File: src/rtl/chip_rx.sv
// Chip-path receiver: buffers {sel, data} words and serialises each as an A5-headed byte frame.
// Define CHIP_RX_CHKSUM_EN to append an XOR checksum byte (5-byte frames).
module chip_rx #(
    parameter int unsigned DEPTH = 16,
    parameter int unsigned AW    = 4,
    parameter int unsigned SKID  = 2
) (
    input  logic          i_clk_sys,
    input  logic          i_rst,
    input  logic [15:0]   i_chip_d,
    input  logic          i_chip_vld,
    input  logic [6:0]    i_chip_sel,
    output logic          o_chip_rdy,
    output logic [7:0]    o_tx_data,
    output logic          o_tx_vld,
    input  logic          i_tx_done,
    output logic [7:0]    o_ovf_cnt,
    output logic [AW:0]   o_fifo_lvl
);

`ifdef CHIP_RX_CHKSUM_EN
    typedef enum logic [2:0] {StIdle, StHdr, StSel, StDhi, StDlo, StChk} state_e;
`else
    typedef enum logic [2:0] {StIdle, StHdr, StSel, StDhi, StDlo} state_e;
`endif

    logic [22:0]   r_mem [DEPTH];
    logic [AW-1:0] r_wptr;
    logic [AW-1:0] r_rptr;
    logic [AW:0]   r_lvl;
    logic [7:0]    r_ovf;
    logic          r_rdy;
    state_e        r_state;
    logic [22:0]   r_word;
    logic [7:0]    r_tx_data;
    logic          r_tx_vld;

    logic          w_full;
    logic          w_empty;
    logic          w_last;
    logic          w_pop;
    logic          w_wr;
    logic          w_drop;
    logic [AW:0]   w_free;
    logic [22:0]   w_head;

    assign w_full  = (r_lvl == (AW+1)'(DEPTH));
    assign w_empty = (r_lvl == '0);
    assign w_free  = (AW+1)'(DEPTH) - r_lvl;
    assign w_head  = r_mem[r_rptr];
`ifdef CHIP_RX_CHKSUM_EN
    assign w_last  = (r_state == StChk);
`else
    assign w_last  = (r_state == StDlo);
`endif
    // Pop either from idle or on the final byte's done so frames run back-to-back.
    assign w_pop   = !w_empty && ((r_state == StIdle) || (w_last && i_tx_done));
    assign w_wr    = i_chip_vld && (!w_full || w_pop);
    assign w_drop  = i_chip_vld && w_full && !w_pop;

`ifdef CHIP_RX_CHKSUM_EN
    logic [7:0] w_chk;
    assign w_chk = {1'b0, r_word[22:16]} ^ r_word[15:8] ^ r_word[7:0];
`endif

    always_ff @(posedge i_clk_sys) begin
        if (w_wr) begin
            r_mem[r_wptr] <= {i_chip_sel, i_chip_d};
        end
    end

    always_ff @(posedge i_clk_sys) begin
        if (i_rst) begin
            r_wptr <= '0;
            r_rptr <= '0;
            r_lvl  <= '0;
            r_ovf  <= '0;
            r_rdy  <= 1'b0;
        end else begin
            if (w_wr) begin
                r_wptr <= r_wptr + 1'b1;
            end
            if (w_pop) begin
                r_rptr <= r_rptr + 1'b1;
            end
            if (w_wr && !w_pop) begin
                r_lvl <= r_lvl + 1'b1;
            end else if (!w_wr && w_pop) begin
                r_lvl <= r_lvl - 1'b1;
            end
            if (w_drop && (r_ovf != 8'hFF)) begin
                r_ovf <= r_ovf + 1'b1;
            end
            r_rdy <= (w_free > (AW+1)'(SKID));
        end
    end

    always_ff @(posedge i_clk_sys) begin
        if (i_rst) begin
            r_state   <= StIdle;
            r_word    <= '0;
            r_tx_data <= '0;
            r_tx_vld  <= 1'b0;
        end else begin
            r_tx_vld <= 1'b0;
            unique case (r_state)
                StIdle: begin
                    if (w_pop) begin
                        r_word    <= w_head;
                        r_state   <= StHdr;
                        r_tx_vld  <= 1'b1;
                        r_tx_data <= 8'hA5;
                    end
                end
                StHdr: begin
                    if (i_tx_done) begin
                        r_state   <= StSel;
                        r_tx_vld  <= 1'b1;
                        r_tx_data <= {1'b0, r_word[22:16]};
                    end
                end
                StSel: begin
                    if (i_tx_done) begin
                        r_state   <= StDhi;
                        r_tx_vld  <= 1'b1;
                        r_tx_data <= r_word[15:8];
                    end
                end
                StDhi: begin
                    if (i_tx_done) begin
                        r_state   <= StDlo;
                        r_tx_vld  <= 1'b1;
                        r_tx_data <= r_word[7:0];
                    end
                end
`ifdef CHIP_RX_CHKSUM_EN
                StDlo: begin
                    if (i_tx_done) begin
                        r_state   <= StChk;
                        r_tx_vld  <= 1'b1;
                        r_tx_data <= w_chk;
                    end
                end
                StChk: begin
`else
                StDlo: begin
`endif
                    if (i_tx_done) begin
                        if (w_pop) begin
                            r_word    <= w_head;
                            r_state   <= StHdr;
                            r_tx_vld  <= 1'b1;
                            r_tx_data <= 8'hA5;
                        end else begin
                            r_state <= StIdle;
                        end
                    end
                end
                default: r_state <= StIdle;
            endcase
        end
    end

    assign o_chip_rdy = r_rdy;
    assign o_tx_data  = r_tx_data;
    assign o_tx_vld   = r_tx_vld;
    assign o_ovf_cnt  = r_ovf;
    assign o_fifo_lvl = r_lvl;

endmodule

File: config.mk
export PLATFORM = sky130hd
export DESIGN_NAME = chip_rx
export DESIGN_NICKNAME = d
export VERILOG_FILES = /design/src/rtl/chip_rx.sv
export SDC_FILE = /design/constraint.sdc
export NUM_CORES = 1
export LEC_CHECK = 0
export CORE_ASPECT_RATIO = 1.4
export CORE_MARGIN = 2
export CORE_UTILIZATION = 45
export CTS_CLUSTER_DIAMETER = 40
export DETAILED_ROUTE_END_ITERATION = 10
export HOLD_SLACK_MARGIN = 0.1
export PLACE_DENSITY_LB_ADDON = 0.12
export SYNTH_ARGS = -nofsm -noshare
export SYNTH_HDL_FRONTEND = slang
export SYNTH_SLANG_ARGS = --single-unit
File: constraint.sdc
create_clock -name i_clk_sys -period 3.8 [get_ports i_clk_sys]
set_input_delay 0.38 -clock i_clk_sys [delete_from_list [all_inputs] [get_ports i_clk_sys]]
set_output_delay 0.38 -clock i_clk_sys [all_outputs]
set_load 0.01 [all_outputs]
# Word level (Yosys, flattened, before mapping)
# Memory sizes are Yosys's and may differ from the RTL's. A register that Yosys moved wholly into a read port is not among the register bits.
# Index checks and enable logic that the tools add are counted.
word_totals:
  mem_bits_rw: 368
  elab_cells: 77
  inputBits: 27
  out_inout_bits: 23
  reg_bits: 57
  n_memories: 1
mem_list:
  columns: ["name", "depth", "word_bits", "read_ports", "rd_ports_with_merged_regs", "write_ports", "line", "text"]
  rows:
  - ["r_mem", 16, 23, 1, 1, 1, "27", "logic [22:0] r_mem [DEPTH];"]
op_classes:
  n_lt_le_gt_ge: 1
  reduce_logical: 23
  n_eq_ne: 11
  add_sub_neg: 6
  n_mux: 26
op_table:
  columns: ["op", "n"]
  rows:
  - ["23-bit 2-to-1 mux", 2]
  - ["23-bit case mux with 2 select lines", 1]
  - ["8-bit 2-to-1 mux", 5]
  - ["8-bit case mux with 5 select lines", 1]
  - ["3-bit 2-to-1 mux", 5]
  - ["3-bit case mux with 5 select lines", 1]
  - ["5-bit 2-to-1 mux", 2]
  - ["2-bit != test, second input constant", 5]
  - ["5-bit AND reduction", 2]
  - ["4-bit by 1-bit adder with 4-bit output, second input constant", 2]
  - ["8-bit by 1-bit adder with 8-bit output, second input constant", 1]
  - ["1-bit logical AND", 8]
  - ["4-bit 2-to-1 mux", 2]
  - ["8-bit != test, second input constant", 1]
  - ["3-bit by 2-bit equality test with 1-bit output, second input constant", 2]
  - ["1-bit 2-to-1 mux", 6]
  - ["5-bit by 1-bit adder with 5-bit output, second input constant", 1]
  - ["5-bit equality test, second input constant", 1]
  - ["5-bit by 2-bit > comparator with 1-bit output, second input constant", 1]
  - ["5-bit logical NOT", 1]
  - ["5-bit nonzero test", 1]
  - ["5-bit by 1-bit subtractor with 5-bit output, second input constant", 1]
  - ["5-bit subtractor, first input constant", 1]
  - ["1-bit logical NOT", 4]
  - ["other kinds (8)", 10]

# Depth between registers and ports, before layout
# Gate-level depths: netlist of the first run.
logic_depth:
  ltp_word: 10
  depth_mapped: 16
  depth_no_buf: 14

# Worst setup path before layout of the first run
# No wires, ideal clock.
synth_timing:
  path_kind: "flip-flop to flip-flop"
  from: "reg r_lvl[0] (netlist: o_fifo_lvl[0])"
  to: "mem r_mem[3][0], enable pin"
  path_stages_with_launch: 10
  synth_period_minus_slack_ps: 4139
  t_required_ps: 3368
  n_path_buf: 1
  setup_slack_ps: -339
  setup_ps: 432
  t_arrival_ps: 3707
  cell_sequence: "dfxtp_1 -> inv_1 -> ha_1 -> nor3b_1 -> ha_1 -> or3_1 -> buf_4 -> o21ai_1 -> nand3_1 -> nor3_1"
synth_between:
  elab_chain_cells: 7
  word_cells_on_any_way: 9
  classes_between: "eq/ne: 1; mux: 2; reduce/logical: 6"
synth_lines:
  columns: ["item", "line", "text"]
  rows:
  - ["start: declaration", "30", "logic [AW:0] r_lvl;"]
  - ["start signal: assignment", "87", "r_lvl <= r_lvl + 1'b1;"]
  - ["start signal: assignment", "89", "r_lvl <= r_lvl - 1'b1;"]
  - ["5-bit logical NOT", "48", "assign w_empty = (r_lvl == '0);"]
  - ["1-bit logical NOT", "57", "assign w_pop = !w_empty && ((r_state == StIdle) || (w_last && i_tx_done));"]
  - ["1-bit logical AND", "57", null]
  - ["1-bit logical OR *", "58", "assign w_wr = i_chip_vld && (!w_full || w_pop);"]
  - ["1-bit logical AND *", "58", null]
  - ["1-bit 2-to-1 mux *", "67", "if (w_wr) begin"]
  - ["1-bit 2-to-1 mux (implied by the code) *", "68", "r_mem[r_wptr] <= {i_chip_sel, i_chip_d};"]
  - ["end: declaration", "27", null]
# Mark *: on every way between the ends. The rest lies on a longest branch, timed or not.

# Final worst setup path of the first run
layout_timing:
  from: "reg r_lvl[0] (netlist: o_fifo_lvl[0])"
  to: "reg r_lvl[4] (netlist: o_fifo_lvl[4])"
layout_between:
  elab_chain_cells: 8
  word_cells_on_any_way: 16
  classes_between: "add/sub: 2; eq/ne: 1; mux: 2; reduce/logical: 11"
layout_lines:
  columns: ["item"]
  rows:
  - ["branches (longest 8 deep; another with 5-bit by 1-bit subtractor with 5-bit output)"]
# Parallel ways; which one is timed is not known. The select of a mux whose other input is x is not followed.
# A chain may end at the register's enable or synchronous reset.

==> run metrics, run 1 <==
DR DRC count=0; max cap viols=0; critical path data required time=4240 ps; post-synth top area share=0.660; Die Area=between 30000 and 40000 µm²; GR Layer Usage met3=0.0273; endpoints failing hold=0; Psw=approximately 0.0031 W; slowest stage cell, crit path=or3_1; # IOs=50; relative slew slack=0.376; Final Cycle Share=0.917; total power=~0.012 W; H-tree depth=2; final instance area=around 20000 µm²; area grow syn2layout=17.4%; Synth Warn #=0; Seq pwr share=0.484; internal power consumption=slightly below 0.009 W; Setup violations, final=0; worst hold path class=flop to flop; First-pass DRT Iterations=5; initial antenna violation count=0; Max Slew Vio Count=0; Layout Skew=roughly 16 ps; Root Buffer=clkbuf_16; Final GP Congestion=~0.78; drt initial violations=660; clock sinks=429; Final nets=around 1000; chip height=between 200 and 250 µm; Antenna Nets Post-Route=0; grt total ovfl=0; Yosys cell types=between 50 and 60; Post-synth top cells=368 x edfxtp_1, 92 x mux4_2, 61 x dfxtp_1; worst-margin pin slew=roughly 930 ps; Crit Path Max Fanout=9; compound-cell area share of the yosys netlist=0.0319; initial core utilization=0.457; Seq cells post-synth=approximately 430; # Post-CTS Setup Buffers=0; VDD IR max=0.000526 V; Placement Cell Area=about 18000 µm²; cell accounting for the most synthesized area=edfxtp_1; cell area after synthesis=16800 µm²; fillers=2869; Vias/cell=about 5.7; CP Class=flop to flop; FFs w/ async S/R, synth=0; number of core rows=83; Fmax=287 MHz; combinational power share=0.155; routed len/inst=around 25 µm; leakage=between 6 and 7 nW; share of cells above drive strength 1=0.230; nature of the critical path startpoint=flop; Tot GR Track Use=0.195; Total Routed Length=approximately 37000 µm; Switching Share=0.265; final worst slack=316 ps; CP delay by family, top=adder cells; largest family of logic cells by synthesized area=multiplexers; PortBufs=49; syn_area_per_cell=between 15 and 20 µm²; CTS Buffer Depth=3; status=complete, no violations; Antenna Cells=0; EDFF count, synth=368; Post-Syn Instances=882; Post-DP HPWL=approximately 22000 µm; Post-synth top flop=edfxtp_1; pre-CTS WS=320 ps; Core ar.=approximately 37000 µm²; Post-Synth Simple-Gate Area=0.0416; Clk pin slew, worst setup/hold paths=roughly 60 ps; syn nets=approximately 920; TritonCTS clock tree=built; Worst-Skew Late Latency=around 550 ps; Clock power frac=0.362; RSZ-0062 raised after global routing=no; Vias=about 8400; setup TNS=0 ps; CP arrival=roughly 4000 ps; gr busiest metal=met2; Crit path largest cell delay=approximately 470 ps; TritonCTS buffer count=between 40 and 50; Tmin final=between 3000 and 4000 ps; Cell Pwr Density=about 610 nW/µm²; global-route wire length before repair=between 50000 and 60000 µm; critical path's most frequent cell=ha_1; endpoint class of the critical path=flop; post-synthesis sequential area ratio=0.733; M2 GR Usage=0.350; Adder-Cell Fraction of Synth Area=0.0117; WP buf/inv=3; met1 Use GR=0.249; largest net degree at the start of global routing=44; vias in the first global route=roughly 8800; CP Cell Sequence=inv_1, ha_1, nor3b_1, ha_1, or3_1, nor2_4, inv_2, ha_1, inv_1, ha_1, a21o_1, a21oi_1, mux2i_1, mux2_2; count leader, synth=edfxtp_1; Synth Area in XOR/XNOR=0.00471; multiplexer area fraction after synthesis=0.161; top post-synthesis cells by area=edfxtp_1 66%, mux4_2 12%, dfxtp_1 7.3%; die width=about 170 µm
[state kept, by name (all words and copies together), names as in the netlist, named ones only]
signal,cells
r_state,3
o_chip_rdy,1
o_tx_vld,1
r_wptr,4
r_rptr,4
r_word,23
o_tx_data,8
r_mem,368
o_ovf_cnt,8
o_fifo_lvl,5
[tightest hold or removal path, stage by stage (launching register included)]
cell and delay (ps):
dfxtp_1 310, nand3_1 60, a21oi_1 50
[cells by family (layout without fill, tap and decap cells)]
kind of cell               Yosys count  in the layout
AOI/OAI and AO/OA                   73             73
xor gates and xnor gates             9              9
adders and majority gates           15             15
buffers and inverters               63            185
DFF                                429            429
muxes                              154            154
and+or+nand+nor                    139            139
[metrics by stage]
step | hold WS (ps) | utilization | std cells
after global placement | 450 | 0.496 | 1387
after detailed placement | 457 | 0.496 | 1387
final | 461 | 0.536 | 1471
after global routing | 497 | 0.536 | 1471
after CTS | 464 | 0.536 | 1471
after floorplan | 447 | - | 882
[power by group through the flow]
stage / Combinational (W) / Sequential [W] / Clock (W)
2_1_floorplan: 0.00133 / 0.00563 / 0
3_3_place_gp: 0.00185 / 0.00586 / 0
3_5_place_dp: 0.00185 / 0.00586 / 0
4_1_cts: 0.00187 / 0.00576 / 0.00440
5_1_grt: 0.00203 / 0.00580 / 0.00457
6_report: 0.00184 / 0.00576 / 0.00430
[layout make-up]
type	instances	area, µm²	share of cell area
sequential	429	12300	0.625
clock buffer	53	1200	0.0610
timing repair buffer	87	926	0.0471
tap	467	584	0.0297
multi-input combinational	390	4350	0.221
clock inverter	31	270	0.0137
inverter	14	52.6	0.00267
[cells in the final DEF, fill, tap and decap left out, types with 4 or more instances in the layout]
cell type          n
inv_1             12
nand3_1           39
edfxtp_1         368
nand2b_1           4
buf_12            12
clkinv_1          10
clkdlybuf4s50_1   49
buf_4             26
a21oi_1           20
clkbuf_16         47
clkinvlp_4         4
mux2i_1           52
o21ai_0            5
mux4_2            92
nor2_1            26
ha_1              14
dfxtp_1           58
nor2b_1            5
nand3b_1           7
clkinv_2           6
nor3_4             4
and3_1             4
a2111oi_0          5
xor2_1             5
nand2_1           17
a221o_1            4
nor3_1             7
nor2_4            13
mux2_2            10
o221ai_1          19
inv_6              5
clkbuf_1           6
xnor2_1            4
[routing by layer]
layer	up-vias	part of all wire
li1	3765	-
met1	4415	0.41
met2	167	0.53
met3	49	0.036
met4	0	0.022
met5	-	0
[path summary, 6_finish.rpt]
path              slack [ps]  cells past startpoint            end          start
setup / recovery         320                     14  o_fifo_lvl[4]  o_fifo_lvl[0]
hold / removal           460                      2   o_tx_data[1]   o_tx_data[1]
setup reg to reg         320                     14  o_fifo_lvl[4]  o_fifo_lvl[0]
hold reg to reg          460                      2   o_tx_data[1]   o_tx_data[1]
[what timing repair did]
action                                  CTS  global route
hold buffers                              0             0
resized for setup                         0             1
endpoints found under the setup margin    0             1
Power figures use the tool's default switching activity.
==> run 2, diff against run 1 <==
SETUP_SLACK_MARGIN = 0.3   (was unset)
==> run metrics, run 2 (same netlist as run 1, synthesis figures left out) <==
endpoints failing hold=0 (unchanged); leakage=6.19 nW (+0.80%); CP arrival=3720 ps (-200 ps); # IOs=50 (unchanged); DR DRC count=0 (unchanged); initial core utilization=0.457 (unchanged); Cell Pwr Density=609 nW/µm² (+0.55%); total power=0.0120 W (+0.87%); commonest non-fill, non-tap cell in the layout=edfxtp_1; leading cell types in the layout, fill and taps excluded=368 x edfxtp_1, 92 x mux4_2, 56 x dfxtp_1; setup TNS=0 ps (unchanged); vias in the first global route=8713 (-1.0%); TritonCTS buffer count=47 (+4.4%); Post-DP HPWL=21800 µm (-1.2%); Antenna Cells=0 (unchanged); Tot GR Track Use=0.192 (-0.00361); cts hold-fix bufs=0 (unchanged); area grow syn2layout=17.7%; nature of the critical path startpoint=flop; biggest regs=r_mem: 368 flops, r_word: 23 flops; worst hold path class=flop to flop; share of cells above drive strength 1=0.243 (+0.0130); Clk pin slew, worst setup/hold paths=60 ps (about the same); Register Area=12300 µm² (about the same); Final Cycle Share=0.863 (-0.0535); Fmax=305 MHz (+6.2%); routed len/inst=24.4 µm (-2.6%); relative slew slack=0.370 (-0.00609); global-route wire length before repair=54900 µm (-2.0%); critical path's most frequent cell=ha_1; largest net degree at the start of global routing=39 (-11%); WP buf/inv=3 (unchanged); Hold Startpoint=o_tx_data[6]; Antenna Nets Post-Route=0 (unchanged); Core ar.=36700 µm² (unchanged); grt total ovfl=0 (unchanged); RSZ-0062 raised after global routing=no; Layout Skew=24.1 ps (+8.11 ps); final worst slack=520 ps (+203 ps); Max Slew Vio Count=0 (unchanged); worst-margin pin slew=944 ps (+10.4 ps); CP startpoint=o_fifo_lvl[0]; Final GP Congestion=0.761 (-1.9%); PortBufs=49 (unchanged); Largest register FFs=368 (unchanged); Die Area=38800 µm² (unchanged); # Post-CTS Setup Buffers=0 (unchanged); Placement Cell Area=18200 µm² (-0.10%); Vias=8416 (+0.24%); status=complete, no violations; fillers=2918 (+1.7%); CP Class=flop to flop; First-pass DRT Iterations=5 (unchanged); Setup violations, final=0 (unchanged); critical path data required time=4240 ps (about the same); Multi-input gate area=4360 µm² (+0.32%); Crit Path Max Fanout=9 (unchanged); Critical R2R Launch=o_fifo_lvl[0]; Vias/cell=5.69 (-0.30%); H-tree depth=2 (unchanged); Final nets=1015 (+0.59%); CTS Buffer Depth=3 (unchanged); clock sinks=429 (unchanged); slowest stage cell, crit path=dfxtp_2; Crit path largest cell delay=400 ps (-70 ps); CP delay by family, top=adder cells; Tmin final=3280 ps (-203 ps); initial antenna violation count=0 (unchanged); chip height=232 µm (unchanged); post-CTS sizing=0 (unchanged); VDD IR max=0.000526 V (about the same); pre-CTS WS=338 ps (+17.9 ps); drt initial violations=664 (+0.61%); Total Routed Length=36100 µm (-2.1%); Worst-Skew Late Latency=560 ps (about the same); final instance area=19700 µm² (+0.31%); TritonCTS clock tree=built; CP Cell Sequence=inv_1, ha_1, nor3b_1, ha_1, or3_4, nor2_4, inv_2, ha_1, inv_2, ha_1, a21o_1, a21oi_1, mux2i_1, mux2_2; max cap viols=0 (unchanged); number of core rows=83 (unchanged); Top reg by flops=r_mem; endpoint class of the critical path=flop; die width=167 µm (unchanged); Root Buffer=clkbuf_16
run 2: cell types whose count changed in the layout (fill, tap and decap cells not counted), moves of 2 or more:
cell,previous run,this run
dfxtp_2,0,2
inv_6,5,3
buf_4,26,34
clkinv_1,10,8
dfxtp_1,58,56
buf_12,12,8
clkinv_4,3,8
run 2: worst min-delay path: stages, from the launching register on:
cell and delay, ps:
dfxtp_1 300, nand3_1 60, a21oi_1 50
run 2: per-stage QoR:
stage          hold slack (ps)  std cells  utilization
2_1_floorplan              447        882            -
3_3_place_gp               456       1391        0.496
3_5_place_dp               459       1391        0.496
4_1_cts                    467       1479        0.538
5_1_grt                    479       1479        0.538
6_report                   468       1479        0.538
run 2: final cells by class:
cell class	count	area share
clock buffer	56	0.0629
tap	467	0.0296
timing repair buffer	91	0.0459
multi-input combinational	390	0.221
sequential	429	0.623
inverter	14	0.00266
clock inverter	32	0.0148
run 2: power by group:
group / internal, W / switching [W] / leakage [nW]
Sequential: 0.00540 / 0.000353 / 3.83
Combinational: 0.000865 / 0.000962 / 1.62
Clock: 0.00257 / 0.00185 / 0.744
run 2: final timing paths:
path	depth (start not counted)	end	slack (ps)
max	14	o_fifo_lvl[4]	520
min	2	o_tx_data[6]	470
max reg2reg	14	o_fifo_lvl[4]	520
min reg2reg	2	o_tx_data[6]	470
run 2: metal layers:
metal	up-vias	wire length [µm]	global-route usage
met5	-	0	0
met4	0	824	0.0585
met3	52	1410	0.0256
met2	193	19000	0.342
met1	4391	14900	0.244
li1	3780	-	-
==> run 3, diff against run 2 <==
ABC_AREA = 1   (was unset)
SLEW_MARGIN = 5   (was unset)
==> run metrics, run 3 <==
syn nets=1863 (+100%); Die Area=42700 µm² (+10%); FFs w/ async S/R, synth=0 (unchanged); DR DRC count=0 (unchanged); Synth Warn #=0 (unchanged); Crit Path Max Fanout=23 (+14); commonest non-fill, non-tap cell in the layout=nand2_1; Post-DP HPWL=25300 µm (+16%); flop-to-flop setup slack=660 ps (+140 ps); GR Layer Usage met3=0.0309 (+0.00533); drt initial violations=1084 (+63%); PortBufs=49 (unchanged); max cap viols=0 (unchanged); Final Cycle Share=0.826 (-0.0376); Seq cells post-synth=429 (unchanged); CTS Buffer Depth=3 (unchanged); share of cells above drive strength 1=0.0711 (-0.172); Yosys cell types=33 (-35%); combinational power share=0.261 (+0.109); chip height=244 µm (+5.0%); internal power consumption=0.00930 W (+5.2%); Hold Startpoint=r_word[15]; post-synth top area share=0.598 (-0.0618); nature of the critical path startpoint=flop; cell area after synthesis=18500 µm² (+10%); leakage=8.63 nW (+39%); Clk pin slew, worst setup/hold paths=60 ps (about the same); TritonCTS clock tree=built; initial core utilization=0.458 (+0.000716); Total Routed Length=44900 µm (+24%); relative slew slack=0.244 (-0.126); number of core rows=87 (+4.8%); Psw=0.00456 W (+44%); Final nets=1902 (+87%); post-CTS sizing=0 (unchanged); worst hold path class=flop to flop; # IOs=50 (unchanged); H-tree depth=2 (unchanged); M2 GR Usage=0.362 (+0.0198); Largest register FFs=368 (unchanged); Final GP Congestion=0.814 (+6.9%); Root Buffer=clkbuf_16; vias in the first global route=11900 (+36%); slowest stage cell, crit path=nor2_4; routed len/inst=18.5 µm (-24%); Tmin final=3140 ps (-143 ps); Finished Core Util=0.522 (-0.0162); CP startpoint=o_fifo_lvl[0]; die width=175 µm (+4.9%); gr busiest metal=met2; Setup violations, final=0 (unchanged); Cell Pwr Density=658 nW/µm² (+8.1%); Clock power frac=0.332 (-0.036); Seq pwr share=0.407 (-0.073); endpoint class of the critical path=flop; met1 Use GR=0.274 (+0.0301); Max Slew Vio Count=0 (unchanged); Top reg by flops=r_mem; Antenna Cells=0 (unchanged); worst-margin pin slew=1130 ps (+189 ps); final instance area=21100 µm² (+6.9%); CP Cell Sequence=inv_1, ha_1, nand2_1, nor2_1, ha_1, nand3b_4, nand2_2, nand2_2, inv_2, nand2_1, nor2_4; initial antenna violation count=1 (+1); setup TNS=0 ps (unchanged); WP buf/inv=2 (-1); Crit path largest cell delay=690 ps (+290 ps); CP delay by family, top=simple AND/OR/NAND/NOR gates; cts hold-fix bufs=0 (unchanged); CP Class=flop to flop; global-route wire length before repair=69000 µm (+26%); Fin Hold WS=465 ps (-3.11 ps); top post-synthesis cells by area=edfxtp_1 60%, nand2_1 13%, nand3_1 7.1%; Critical R2R Launch=o_fifo_lvl[0]; leading cell types in the layout, fill and taps excluded=637 x nand2_1, 368 x edfxtp_1, 262 x nand3_1; Switching Share=0.329 (+0.0658); # Post-CTS Setup Buffers=0 (unchanged); Core ar.=40400 µm² (+10%); critical path data required time=3990 ps (-250 ps); biggest regs=r_mem: 368 flops, r_word: 23 flops; Post-Syn Instances=1821 (+110%); VDD IR max=0.000442 V (-16%); post-synthesis sequential area ratio=0.664 (-0.0686); Tot GR Track Use=0.211 (+0.0199); largest net degree at the start of global routing=185 (+370%); Antenna Nets Post-Route=0 (unchanged); count leader, synth=nand2_1; cell accounting for the most synthesized area=edfxtp_1; Post-synth top cells=637 x nand2_1, 368 x edfxtp_1, 262 x nand3_1; Layout Skew=17.3 ps (-6.75 ps); TritonCTS buffer count=48 (+2.1%); CP arrival=3330 ps (-390 ps); status=complete, no violations; Worst-Skew Late Latency=570 ps (about the same); area grow syn2layout=14.0%; Vias/cell=5.07 (-11%); clock sinks=429 (unchanged); syn_area_per_cell=10.2 µm² (-47%); Vias=12300 (+47%); Fmax=319 MHz (+4.5%); First-pass DRT Iterations=7 (+2); Placement Cell Area=19500 µm² (+7.3%); RSZ-0062 raised after global routing=no; Post-synth top flop=edfxtp_1; endpoints failing hold=0 (unchanged); grt total ovfl=0 (unchanged); EDFF count, synth=368 (unchanged)
[run 3: cell count changes after synthesis, moves of 13 or more]
cell | before | now
nand2_1 | 17 | 637
inv_1 | 12 | 239
nand3_1 | 39 | 262
mux4_2 | 92 | 0
mux2i_1 | 52 | 0
buf_2 | 12 | 36
buf_6 | 1 | 22
o221ai_1 | 19 | 0
o21a_1 | 1 | 18
a21oi_1 | 20 | 35
o21ai_0 | 5 | 18
[run 3: logic make-up after synthesis]
family          count (synthesis)  synth area share
compound gates                 79            0.0246
xor+xnor                       13           0.00616
fa+ha+maj                      15            0.0106
buf+inv                       332            0.0797
flops                         429             0.664
simple gates                  953             0.215
[run 3: layer usage]
metal  up-vias  share of wire
li1       6020              -
met1      5909           0.42
met2       327           0.49
met3        82          0.055
met4         2          0.031
met5         -        0.00025
[run 3: cell type report]
type / count / area (µm²)
Fill cell: 3571 / 19300
Sequential cell: 429 / 12300
Multi-Input combinational cell: 1060 / 4860
Clock buffer: 59 / 1260
Inverter: 246 / 926
Timing Repair Buffer: 75 / 773
Tap cell: 534 / 668
Clock inverter: 29 / 303
[run 3: final timing paths]
| path | depth (start not counted) | to |
|---|---|---|
| hold reg to reg | 2 | o_tx_data[7] |
| hold / removal | 2 | o_tx_data[7] |
| setup / recovery | 11 | r_mem[5][18] |
| setup reg to reg | 11 | r_mem[5][18] |
[run 3: through the flow]
stage	cells	total power (W)	worst slack [ps]
final	2432	0.0139	662
after global routing	2432	0.0146	359
after global placement	2344	0.00936	697
after CTS	2432	0.0140	645
after detailed placement	2344	0.00938	661
after floorplan	1821	0.00840	783
[run 3: worst min-delay path, delay by kind of cell, from the launching register on]
kind	cells	cell delay, ps
DFF	1	310
and+or+nand+nor	1	60
AOI/OAI and AO/OA	1	50
[run 3: power by group through the flow]
stage | logic, W | registers, W | clock network (W)
final | 0.00362 | 0.00564 | 0.00460
after global routing | 0.00408 | 0.00568 | 0.00488
after floorplan | 0.00277 | 0.00563 | 0
after CTS | 0.00365 | 0.00565 | 0.00469
after global placement | 0.00362 | 0.00574 | 0
after detailed placement | 0.00364 | 0.00575 | 0
